`config.mk`:
```
export PLATFORM = sky130hd
export DESIGN_NAME = id_ex_pipe_reg_flat
export DESIGN_NICKNAME = d
export VERILOG_FILES = /design/src/rtl/id_ex_pipe_reg_if.sv /design/src/rtl/id_ex_pipe_reg.sv /design/src/flat_wrapper.sv
export SDC_FILE = /design/constraint.sdc
export NUM_CORES = 1
export LEC_CHECK = 0
export ABC_CLOCK_PERIOD_IN_PS = 2700
export CORE_ASPECT_RATIO = 2
export CORE_MARGIN = 1.5
export CORE_UTILIZATION = 43
export DETAILED_ROUTE_END_ITERATION = 16
export PLACE_DENSITY = 0.94
export SLEW_MARGIN = 20
export SYNTH_ARGS = -nofsm -noshare
export SYNTH_HDL_FRONTEND = slang
export SYNTH_SLANG_ARGS = --single-unit
```
`constraint.sdc`:
```
create_clock -name clk -period 2.7 [get_ports clk]
set_input_delay 0.405 -clock clk [delete_from_list [all_inputs] [get_ports clk]]
set_output_delay 0.405 -clock clk [all_outputs]
set_load 0.02 [all_outputs]
```
`src/rtl/id_ex_pipe_reg_if.sv`:
```
// rtl/id_ex_pipe_reg_if.sv - Decode->Execute pipeline register bundle
// Purpose: groups hazard controls, decode-stage inputs, execute-stage outputs and NZCV flags.
// Ports (via modports):
//   slave  : the pipeline register (consumes *D, StallE, FlushE, NextFlagsE; drives *E, ValidE, FlagsE)
//   master : the decode/hazard side driving the register and observing its outputs
interface id_ex_pipe_reg_if #(
    parameter int DATA_W  = 32,
    parameter int RADDR_W = 4
);
    logic               StallE;
    logic               FlushE;
    logic [3:0]         CondD,       CondE;
    logic [1:0]         FlagWriteD,  FlagWriteE;
    logic               BranchD,     BranchE;
    logic               RegWriteD,   RegWriteE;
    logic               MemWriteD,   MemWriteE;
    logic               MemtoRegD,   MemtoRegE;
    logic               PCSrcD,      PCSrcE;
    logic               NoWriteD,    NoWriteE;
    logic               ALUSrcD,     ALUSrcE;
    logic [1:0]         ALUControlD, ALUControlE;
    logic [DATA_W-1:0]  RD1D,        RD1E;
    logic [DATA_W-1:0]  RD2D,        RD2E;
    logic [DATA_W-1:0]  ExtImmD,     ExtImmE;
    logic [RADDR_W-1:0] RA1D,        RA1E;
    logic [RADDR_W-1:0] RA2D,        RA2E;
    logic [RADDR_W-1:0] WA3D,        WA3E;
    logic [3:0]         NextFlagsE;
    logic               ValidE;
    logic [3:0]         FlagsE;

    modport slave (
        input  StallE, FlushE, CondD, FlagWriteD, BranchD, RegWriteD, MemWriteD,
               MemtoRegD, PCSrcD, NoWriteD, ALUSrcD, ALUControlD, RD1D, RD2D,
               ExtImmD, RA1D, RA2D, WA3D, NextFlagsE,
        output CondE, FlagWriteE, BranchE, RegWriteE, MemWriteE, MemtoRegE,
               PCSrcE, NoWriteE, ALUSrcE, ALUControlE, RD1E, RD2E, ExtImmE,
               RA1E, RA2E, WA3E, ValidE, FlagsE
    );

    modport master (
        output StallE, FlushE, CondD, FlagWriteD, BranchD, RegWriteD, MemWriteD,
               MemtoRegD, PCSrcD, NoWriteD, ALUSrcD, ALUControlD, RD1D, RD2D,
               ExtImmD, RA1D, RA2D, WA3D, NextFlagsE,
        input  CondE, FlagWriteE, BranchE, RegWriteE, MemWriteE, MemtoRegE,
               PCSrcE, NoWriteE, ALUSrcE, ALUControlE, RD1E, RD2E, ExtImmE,
               RA1E, RA2E, WA3E, ValidE, FlagsE
    );
endinterface

```
`src/rtl/id_ex_pipe_reg.sv`:
```
// rtl/id_ex_pipe_reg.sv - Decode->Execute pipeline register with NZCV flags register
// Purpose: registers decode-stage control/data into E with stall/flush handling, and
//          commits NextFlagsE into FlagsE when a valid instruction leaves E.
// Ports:
//   clk        : core clock, rising edge
//   reset      : synchronous, active-high
//   bus        : id_ex_pipe_reg_if.slave (all *D inputs, *E outputs, ValidE, FlagsE)
//   BubbleCnt  : (PERF_CNT_EN only) saturating count of bubbles leaving E
//   StallCnt   : (PERF_CNT_EN only) saturating count of stalled cycles
// Configuration macro: PERF_CNT_EN
module id_ex_pipe_reg #(
    parameter int DATA_W  = 32,
    parameter int RADDR_W = 4
) (
    input  logic                 clk,
    input  logic                 reset,
`ifdef PERF_CNT_EN
    output logic [15:0]          BubbleCnt,
    output logic [15:0]          StallCnt,
`endif
    id_ex_pipe_reg_if.slave      bus
);
    // 15 control bits followed by three data words and three register addresses.
    localparam int PW = 15 + 3*DATA_W + 3*RADDR_W;

    logic [PW-1:0] payload_in;
    logic [PW-1:0] pipe_d,  pipe_q;
    logic          valid_d, valid_q;
    logic [3:0]    flags_d, flags_q;

    assign payload_in = {bus.CondD, bus.FlagWriteD, bus.BranchD, bus.RegWriteD,
                         bus.MemWriteD, bus.MemtoRegD, bus.PCSrcD, bus.NoWriteD,
                         bus.ALUSrcD, bus.ALUControlD, bus.RD1D, bus.RD2D,
                         bus.ExtImmD, bus.RA1D, bus.RA2D, bus.WA3D};

    // Flush clears data too, so a bubble never carries stale operands forward.
    always_comb begin
        pipe_d  = pipe_q;
        valid_d = valid_q;
        if (bus.FlushE) begin
            pipe_d  = '0;
            valid_d = 1'b0;
        end else if (!bus.StallE) begin
            pipe_d  = payload_in;
            valid_d = 1'b1;
        end
    end

    // The retiring instruction commits regardless of flush; a stalled one must
    // not commit, or a held conditional op would observe its own update.
    always_comb begin
        flags_d = flags_q;
        if (valid_q && !bus.StallE) begin
            flags_d = bus.NextFlagsE;
        end
    end

    always_ff @(posedge clk) begin
        if (reset) begin
            pipe_q  <= '0;
            valid_q <= 1'b0;
            flags_q <= 4'b0000;
        end else begin
            pipe_q  <= pipe_d;
            valid_q <= valid_d;
            flags_q <= flags_d;
        end
    end

    assign {bus.CondE, bus.FlagWriteE, bus.BranchE, bus.RegWriteE,
            bus.MemWriteE, bus.MemtoRegE, bus.PCSrcE, bus.NoWriteE,
            bus.ALUSrcE, bus.ALUControlE, bus.RD1E, bus.RD2E,
            bus.ExtImmE, bus.RA1E, bus.RA2E, bus.WA3E} = pipe_q;
    assign bus.ValidE = valid_q;
    assign bus.FlagsE = flags_q;

`ifdef PERF_CNT_EN
    logic [15:0] bubble_cnt_d, bubble_cnt_q;
    logic [15:0] stall_cnt_d,  stall_cnt_q;

    // Both counters saturate rather than wrap.
    always_comb begin
        bubble_cnt_d = bubble_cnt_q;
        stall_cnt_d  = stall_cnt_q;
        if (!valid_q && !bus.StallE && bubble_cnt_q != 16'hFFFF) begin
            bubble_cnt_d = bubble_cnt_q + 16'd1;
        end
        if (bus.StallE && stall_cnt_q != 16'hFFFF) begin
            stall_cnt_d = stall_cnt_q + 16'd1;
        end
    end

    always_ff @(posedge clk) begin
        if (reset) begin
            bubble_cnt_q <= 16'd0;
            stall_cnt_q  <= 16'd0;
        end else begin
            bubble_cnt_q <= bubble_cnt_d;
            stall_cnt_q  <= stall_cnt_d;
        end
    end

    assign BubbleCnt = bubble_cnt_q;
    assign StallCnt  = stall_cnt_q;
`endif
endmodule

```
`src/flat_wrapper.sv`:
```
// flat-port wrapper written by rule: the top's interface ports become plain ports
module id_ex_pipe_reg_flat 
#(
    parameter int DATA_W  = 32,
    parameter int RADDR_W = 4
)
  (clk, reset, bus_StallE, bus_FlushE, bus_CondD, bus_FlagWriteD, bus_BranchD, bus_RegWriteD, bus_MemWriteD, bus_MemtoRegD, bus_PCSrcD, bus_NoWriteD, bus_ALUSrcD, bus_ALUControlD, bus_RD1D, bus_RD2D, bus_ExtImmD, bus_RA1D, bus_RA2D, bus_WA3D, bus_NextFlagsE, bus_CondE, bus_FlagWriteE, bus_BranchE, bus_RegWriteE, bus_MemWriteE, bus_MemtoRegE, bus_PCSrcE, bus_NoWriteE, bus_ALUSrcE, bus_ALUControlE, bus_RD1E, bus_RD2E, bus_ExtImmE, bus_RA1E, bus_RA2E, bus_WA3E, bus_ValidE, bus_FlagsE);
  id_ex_pipe_reg_if #(.DATA_W(DATA_W), .RADDR_W(RADDR_W)) bus_i ();
  input  logic clk;
  input  logic reset;
  input wire logic [$bits(bus_i.StallE)-1:0] bus_StallE;
  input wire logic [$bits(bus_i.FlushE)-1:0] bus_FlushE;
  input wire logic [$bits(bus_i.CondD)-1:0] bus_CondD;
  input wire logic [$bits(bus_i.FlagWriteD)-1:0] bus_FlagWriteD;
  input wire logic [$bits(bus_i.BranchD)-1:0] bus_BranchD;
  input wire logic [$bits(bus_i.RegWriteD)-1:0] bus_RegWriteD;
  input wire logic [$bits(bus_i.MemWriteD)-1:0] bus_MemWriteD;
  input wire logic [$bits(bus_i.MemtoRegD)-1:0] bus_MemtoRegD;
  input wire logic [$bits(bus_i.PCSrcD)-1:0] bus_PCSrcD;
  input wire logic [$bits(bus_i.NoWriteD)-1:0] bus_NoWriteD;
  input wire logic [$bits(bus_i.ALUSrcD)-1:0] bus_ALUSrcD;
  input wire logic [$bits(bus_i.ALUControlD)-1:0] bus_ALUControlD;
  input wire logic [$bits(bus_i.RD1D)-1:0] bus_RD1D;
  input wire logic [$bits(bus_i.RD2D)-1:0] bus_RD2D;
  input wire logic [$bits(bus_i.ExtImmD)-1:0] bus_ExtImmD;
  input wire logic [$bits(bus_i.RA1D)-1:0] bus_RA1D;
  input wire logic [$bits(bus_i.RA2D)-1:0] bus_RA2D;
  input wire logic [$bits(bus_i.WA3D)-1:0] bus_WA3D;
  input wire logic [$bits(bus_i.NextFlagsE)-1:0] bus_NextFlagsE;
  output wire logic [$bits(bus_i.CondE)-1:0] bus_CondE;
  output wire logic [$bits(bus_i.FlagWriteE)-1:0] bus_FlagWriteE;
  output wire logic [$bits(bus_i.BranchE)-1:0] bus_BranchE;
  output wire logic [$bits(bus_i.RegWriteE)-1:0] bus_RegWriteE;
  output wire logic [$bits(bus_i.MemWriteE)-1:0] bus_MemWriteE;
  output wire logic [$bits(bus_i.MemtoRegE)-1:0] bus_MemtoRegE;
  output wire logic [$bits(bus_i.PCSrcE)-1:0] bus_PCSrcE;
  output wire logic [$bits(bus_i.NoWriteE)-1:0] bus_NoWriteE;
  output wire logic [$bits(bus_i.ALUSrcE)-1:0] bus_ALUSrcE;
  output wire logic [$bits(bus_i.ALUControlE)-1:0] bus_ALUControlE;
  output wire logic [$bits(bus_i.RD1E)-1:0] bus_RD1E;
  output wire logic [$bits(bus_i.RD2E)-1:0] bus_RD2E;
  output wire logic [$bits(bus_i.ExtImmE)-1:0] bus_ExtImmE;
  output wire logic [$bits(bus_i.RA1E)-1:0] bus_RA1E;
  output wire logic [$bits(bus_i.RA2E)-1:0] bus_RA2E;
  output wire logic [$bits(bus_i.WA3E)-1:0] bus_WA3E;
  output wire logic [$bits(bus_i.ValidE)-1:0] bus_ValidE;
  output wire logic [$bits(bus_i.FlagsE)-1:0] bus_FlagsE;
  assign bus_i.StallE = bus_StallE;
  assign bus_i.FlushE = bus_FlushE;
  assign bus_i.CondD = bus_CondD;
  assign bus_i.FlagWriteD = bus_FlagWriteD;
  assign bus_i.BranchD = bus_BranchD;
  assign bus_i.RegWriteD = bus_RegWriteD;
  assign bus_i.MemWriteD = bus_MemWriteD;
  assign bus_i.MemtoRegD = bus_MemtoRegD;
  assign bus_i.PCSrcD = bus_PCSrcD;
  assign bus_i.NoWriteD = bus_NoWriteD;
  assign bus_i.ALUSrcD = bus_ALUSrcD;
  assign bus_i.ALUControlD = bus_ALUControlD;
  assign bus_i.RD1D = bus_RD1D;
  assign bus_i.RD2D = bus_RD2D;
  assign bus_i.ExtImmD = bus_ExtImmD;
  assign bus_i.RA1D = bus_RA1D;
  assign bus_i.RA2D = bus_RA2D;
  assign bus_i.WA3D = bus_WA3D;
  assign bus_i.NextFlagsE = bus_NextFlagsE;
  assign bus_CondE = bus_i.CondE;
  assign bus_FlagWriteE = bus_i.FlagWriteE;
  assign bus_BranchE = bus_i.BranchE;
  assign bus_RegWriteE = bus_i.RegWriteE;
  assign bus_MemWriteE = bus_i.MemWriteE;
  assign bus_MemtoRegE = bus_i.MemtoRegE;
  assign bus_PCSrcE = bus_i.PCSrcE;
  assign bus_NoWriteE = bus_i.NoWriteE;
  assign bus_ALUSrcE = bus_i.ALUSrcE;
  assign bus_ALUControlE = bus_i.ALUControlE;
  assign bus_RD1E = bus_i.RD1E;
  assign bus_RD2E = bus_i.RD2E;
  assign bus_ExtImmE = bus_i.ExtImmE;
  assign bus_RA1E = bus_i.RA1E;
  assign bus_RA2E = bus_i.RA2E;
  assign bus_WA3E = bus_i.WA3E;
  assign bus_ValidE = bus_i.ValidE;
  assign bus_FlagsE = bus_i.FlagsE;
  id_ex_pipe_reg #(.DATA_W(DATA_W), .RADDR_W(RADDR_W)) u_core (.clk(clk), .reset(reset), .bus(bus_i));
endmodule
```
Word level (Yosys, flattened, before mapping)
Cells that the tools add are included.
{ "word_totals": {"reg_bits": 128, "wordCells": 6, "out_inout_bits": 128, "inputBits": 131} }
{ "op_classes": {"reduce_logical": 3} }
{ "op_table": {"columns": ["operator", "n"], "rows": [
  ["$reduce_or A2 Y1", 1],
  ["$logic_and A1 B1 Y1", 1],
  ["$logic_not A1 Y1", 1]
]} }

Logic depth before layout (Yosys ltp)
{ "depth": {"depth_word": 2, "ltp_mapped": 5, "ltp_nobuf": 2} }

Worst setup path after synthesis
No wires, ideal clock.
{ "synth_path": {"path_type": "input to register", "from": "input bus_StallE", "to": "register u_core.pipe_q[100]", "path_buffers": 2, "cell_stages": 4, "setup_ns": 0.119, "required_time_ns": 2.581, "arrival_ns": 1.140, "setup_slack_ns": 1.442, "cell_sequence": "buf_4 > buf_2 > mux2i_1 > nor2_4"} }
{ "synth_lines": {"columns": ["item", "line_no", "source"], "rows": [
  ["from (decl)", "flat_wrapper.sv:11", "input wire logic [$bits(bus_i.StallE)-1:0] bus_StallE;"],
  ["to (signal assigned)", "id_ex_pipe_reg.sv:64", "pipe_q <= pipe_d;"],
  ["to (decl)", "id_ex_pipe_reg.sv:27", "logic [PW-1:0] pipe_d, pipe_q;"]
]} }

Final worst setup path
{ "layout_path": {"from": "register u_core.valid_q, in the netlist u_core.bus.ValidE", "to": "output bus_ValidE"} }
{ "layout_lines": {"columns": ["item", "line_no", "source"], "rows": [
  ["from (decl)", "id_ex_pipe_reg.sv:28", "logic valid_d, valid_q;"],
  ["from (signal assigned)", "id_ex_pipe_reg.sv:65", "valid_q <= valid_d;"],
  ["to (decl)", "flat_wrapper.sv:46", "output wire logic [$bits(bus_i.ValidE)-1:0] bus_ValidE;"]
]} }
No word-level cell between the ends.

==> impl_results.md <==
* Commonest cells post-synth: dfxtp_1, mux2i_1, nor2_1, nor2_4, buf_2
* Hold/Removal Path Class: in -> reg
* Area grow syn2layout at 66.80%
* Residual DRC at 0
* Htree depth at 4
* CTS clk-pin slew, worst paths at 0.05 ns
* Routability cong. at 0.8143
* Tcrit/Tclk final at 70.92%
* Worst VDD drop at 0.4757 mV
* CP cell instances: clkdlybuf4s50_1
* Worst skew pair latency at 0.40 ns
* Mapped Area at 0.005016 mm^2
* Rows at 55
* CTS tree: built
* Part of the Yosys area used for sequential elements at 51.09%
* First-pass GRT wire length at 21370 um
* CP endpoint kind: output pin
* Initial Utilization at 44.18%
* Syn Area/Cell at 12.00 um^2
* Die ar. at 0.01236 mm^2
* Setup slack, reg-to-reg at 1.75 ns
* Pin slew with the least headroom to its limit at 0.5495 ns
* Worst r2r dst: u_core.bus.FlagsE[1]$_SDFFE_PP0P_
* Vias in the first global route at 4383
* Top-count cell post-synth: dfxtp_1
* Top cells by area, synth: dfxtp_1, mux2i_1, nor2_4
* Routed length per placed instance at 16.56 um
* Setup_tns at 0 ns
* Reg2reg path depth at 2
* GRT Overall Usage at 22.68%
* 1st-pass router iterations at 4
* Port Buffers at 258
* Initial antenna violation count at 0
* Number of buffers created by CTS at 17
* Overall power at 5.189 mW
* Yosys top cell area share at 51.09%
* WP buf/inv at 1
* CP delay by family, top: buffers and inverters
* Finished layout cell area at 0.008367 mm^2
* Post-DP Area at 0.007719 mm^2
* Number of flops mapped to enable cells by yosys at 0
* Final Hold Slack at 0.4696 ns
* Startpoint types: flip-flop
* Clk root buf: clkbuf_16
* IO Count at 259
* Synth unique cells at 16
* Drt total wl at 13780 um
* Final nets at 808
* Setup violations, final at 0
* Worst-path cell with the longest stage delay: clkdlybuf4s50_1
* GR Overflow Total at 0
* Postcts setup bufs at 0
* Slew headroom at 63.37%
* Total number of vias at 3917
* Max-Cap Viols at 0
* Final Max Tran Viols at 0
* Power per cell area at 620.2 mW/mm^2
* Pin count of the biggest net entering global routing at 43
* Worst setup path start: u_core.bus.ValidE$_SDFFE_PP0N_
* # clock sinks at 128
* Hold Fails Final Rpt at 0
* Ys async rst share at 0%
* Critical Path AT at 1.51 ns
* Starting DRC count in detailed routing at 86
* Detail Route Antenna Nets at 0
* Final WS setup at 0.7852 ns
* Post-Syn Nets at 549
* FF+latch count, synth at 128
* CP max FO at 7
* Placed instance count at 800
* Count of hold-fix buffers inserted at cts at 0
* RSZ-0062 raised after global routing: no
* Top FF cell, synth: dfxtp_1
* Critical path endpoint: bus_ValidE
* Static Leak at 3.311 nW
* Routed vias/inst at 4.708
* Final worst path period need at 1.915 ns
* Highest Clock Rate at 0.5222 GHz
* Final Non-Filler Cells at 832
* Antenna Cells at 0
* Post-CTS resize count at 0
* Fraction of layout cells with a size suffix above 1 at 14.49%
* Pre-CTS setup slack at 0.6853 ns
* Synth area leader: dfxtp_1
* Fin Clk Skew at 0.0006862 ns
* Cells after synthesis at 418
* Crit path required time at 2.30 ns
* Die extent in y at 155.7 um
* Max clock buf depth at 2
* Worst path max stage delay at 0.67 ns
* YS warnings at 0
* Core footprint at 0.01135 mm^2
* DP Wirelength at 10590 um
* CP Depth at 1
* Final core occ at 73.69%
* Status: finished, final reports clean
* Worst r2r src: u_core.bus.ValidE$_SDFFE_PP0N_
* Die X at 79.37 um
* Setup CP Type: reg -> out
-- flip-flops by register name, summed over array words and instances (netlist names) --
| name | count |
|---|---|
| u_core.bus.ValidE | 1 |
| u_core.bus.FlagsE | 4 |
| u_core.pipe_q | 123 |
-- layout by cell type (no fill, tap or decap), drive strengths merged --
master | synthesis | final
dfxtp | 128 | 128
clkdlybuf4s50 | 0 | 257
or2 | 1 | 1
clkbuf | 0 | 23
nand2b | 4 | 4
inv | 1 | 1
nor2b | 1 | 1
clkinvlp | 0 | 4
bufinv | 0 | 5
nand4bb | 4 | 4
o21ai | 4 | 4
mux2i | 123 | 123
nor2 | 123 | 123
buf | 28 | 11
a21oi | 1 | 1
-- cells by family after synthesis --
group | count (synthesis) | share of synthesized area [%]
simple gates | 133 | 18.83
buf+inv | 29 | 5.039
compound gates | 5 | 0.4988
mux | 123 | 24.54
flops | 128 | 51.09
-- power by group --
part	total (mW)	internal, mW	switching (mW)
logic	0.720	0.399	0.321
registers	1.99	1.95	0.0347
clock network	2.48	1.69	0.793
-- tightest hold or removal path, stage by stage --
cell	delay, ns
buf_6	0.19
mux2i_1	0.16
nor2_2	0.07
-- worst min path at each step --
stage | from | to | depth (start not counted)
finish | bus_StallE | u_core.pipe_q[105]$_SDFFE_PP0N_ | 3
detailed placement | u_core.bus.FlagsE[0]$_SDFFE_PP0P_ | u_core.bus.FlagsE[0]$_SDFFE_PP0P_ | 2
CTS | bus_StallE | u_core.pipe_q[105]$_SDFFE_PP0N_ | 3
global route | bus_StallE | u_core.pipe_q[0]$_SDFFE_PP0N_ | 3
global placement | u_core.bus.FlagsE[2]$_SDFFE_PP0P_ | u_core.bus.FlagsE[2]$_SDFFE_PP0P_ | 2
floorplan | u_core.bus.FlagsE[0]$_SDFFE_PP0P_ | u_core.bus.FlagsE[0]$_SDFFE_PP0P_ | 2
-- per-layer routing --
layer  part of all wire (%)  GRT usage [%]  up-vias
met1                     33          21.04     1805
met2                     57          43.92      180
li1                       -              -     1906
met5                      0              0        -
met3                    6.6          6.725       26
met4                    3.0          9.942        0
-- final cells by class --
type	instances	area, um^2
repair buffers	268	2771
clock inverters	9	180.2
inverters	1	3.754
multi-input cells	261	2203
well taps	142	177.7
flip-flops and latches	128	2562
fillers	749	2988
clock buffers	23	467.9
Power figures use the tool's default switching activity.
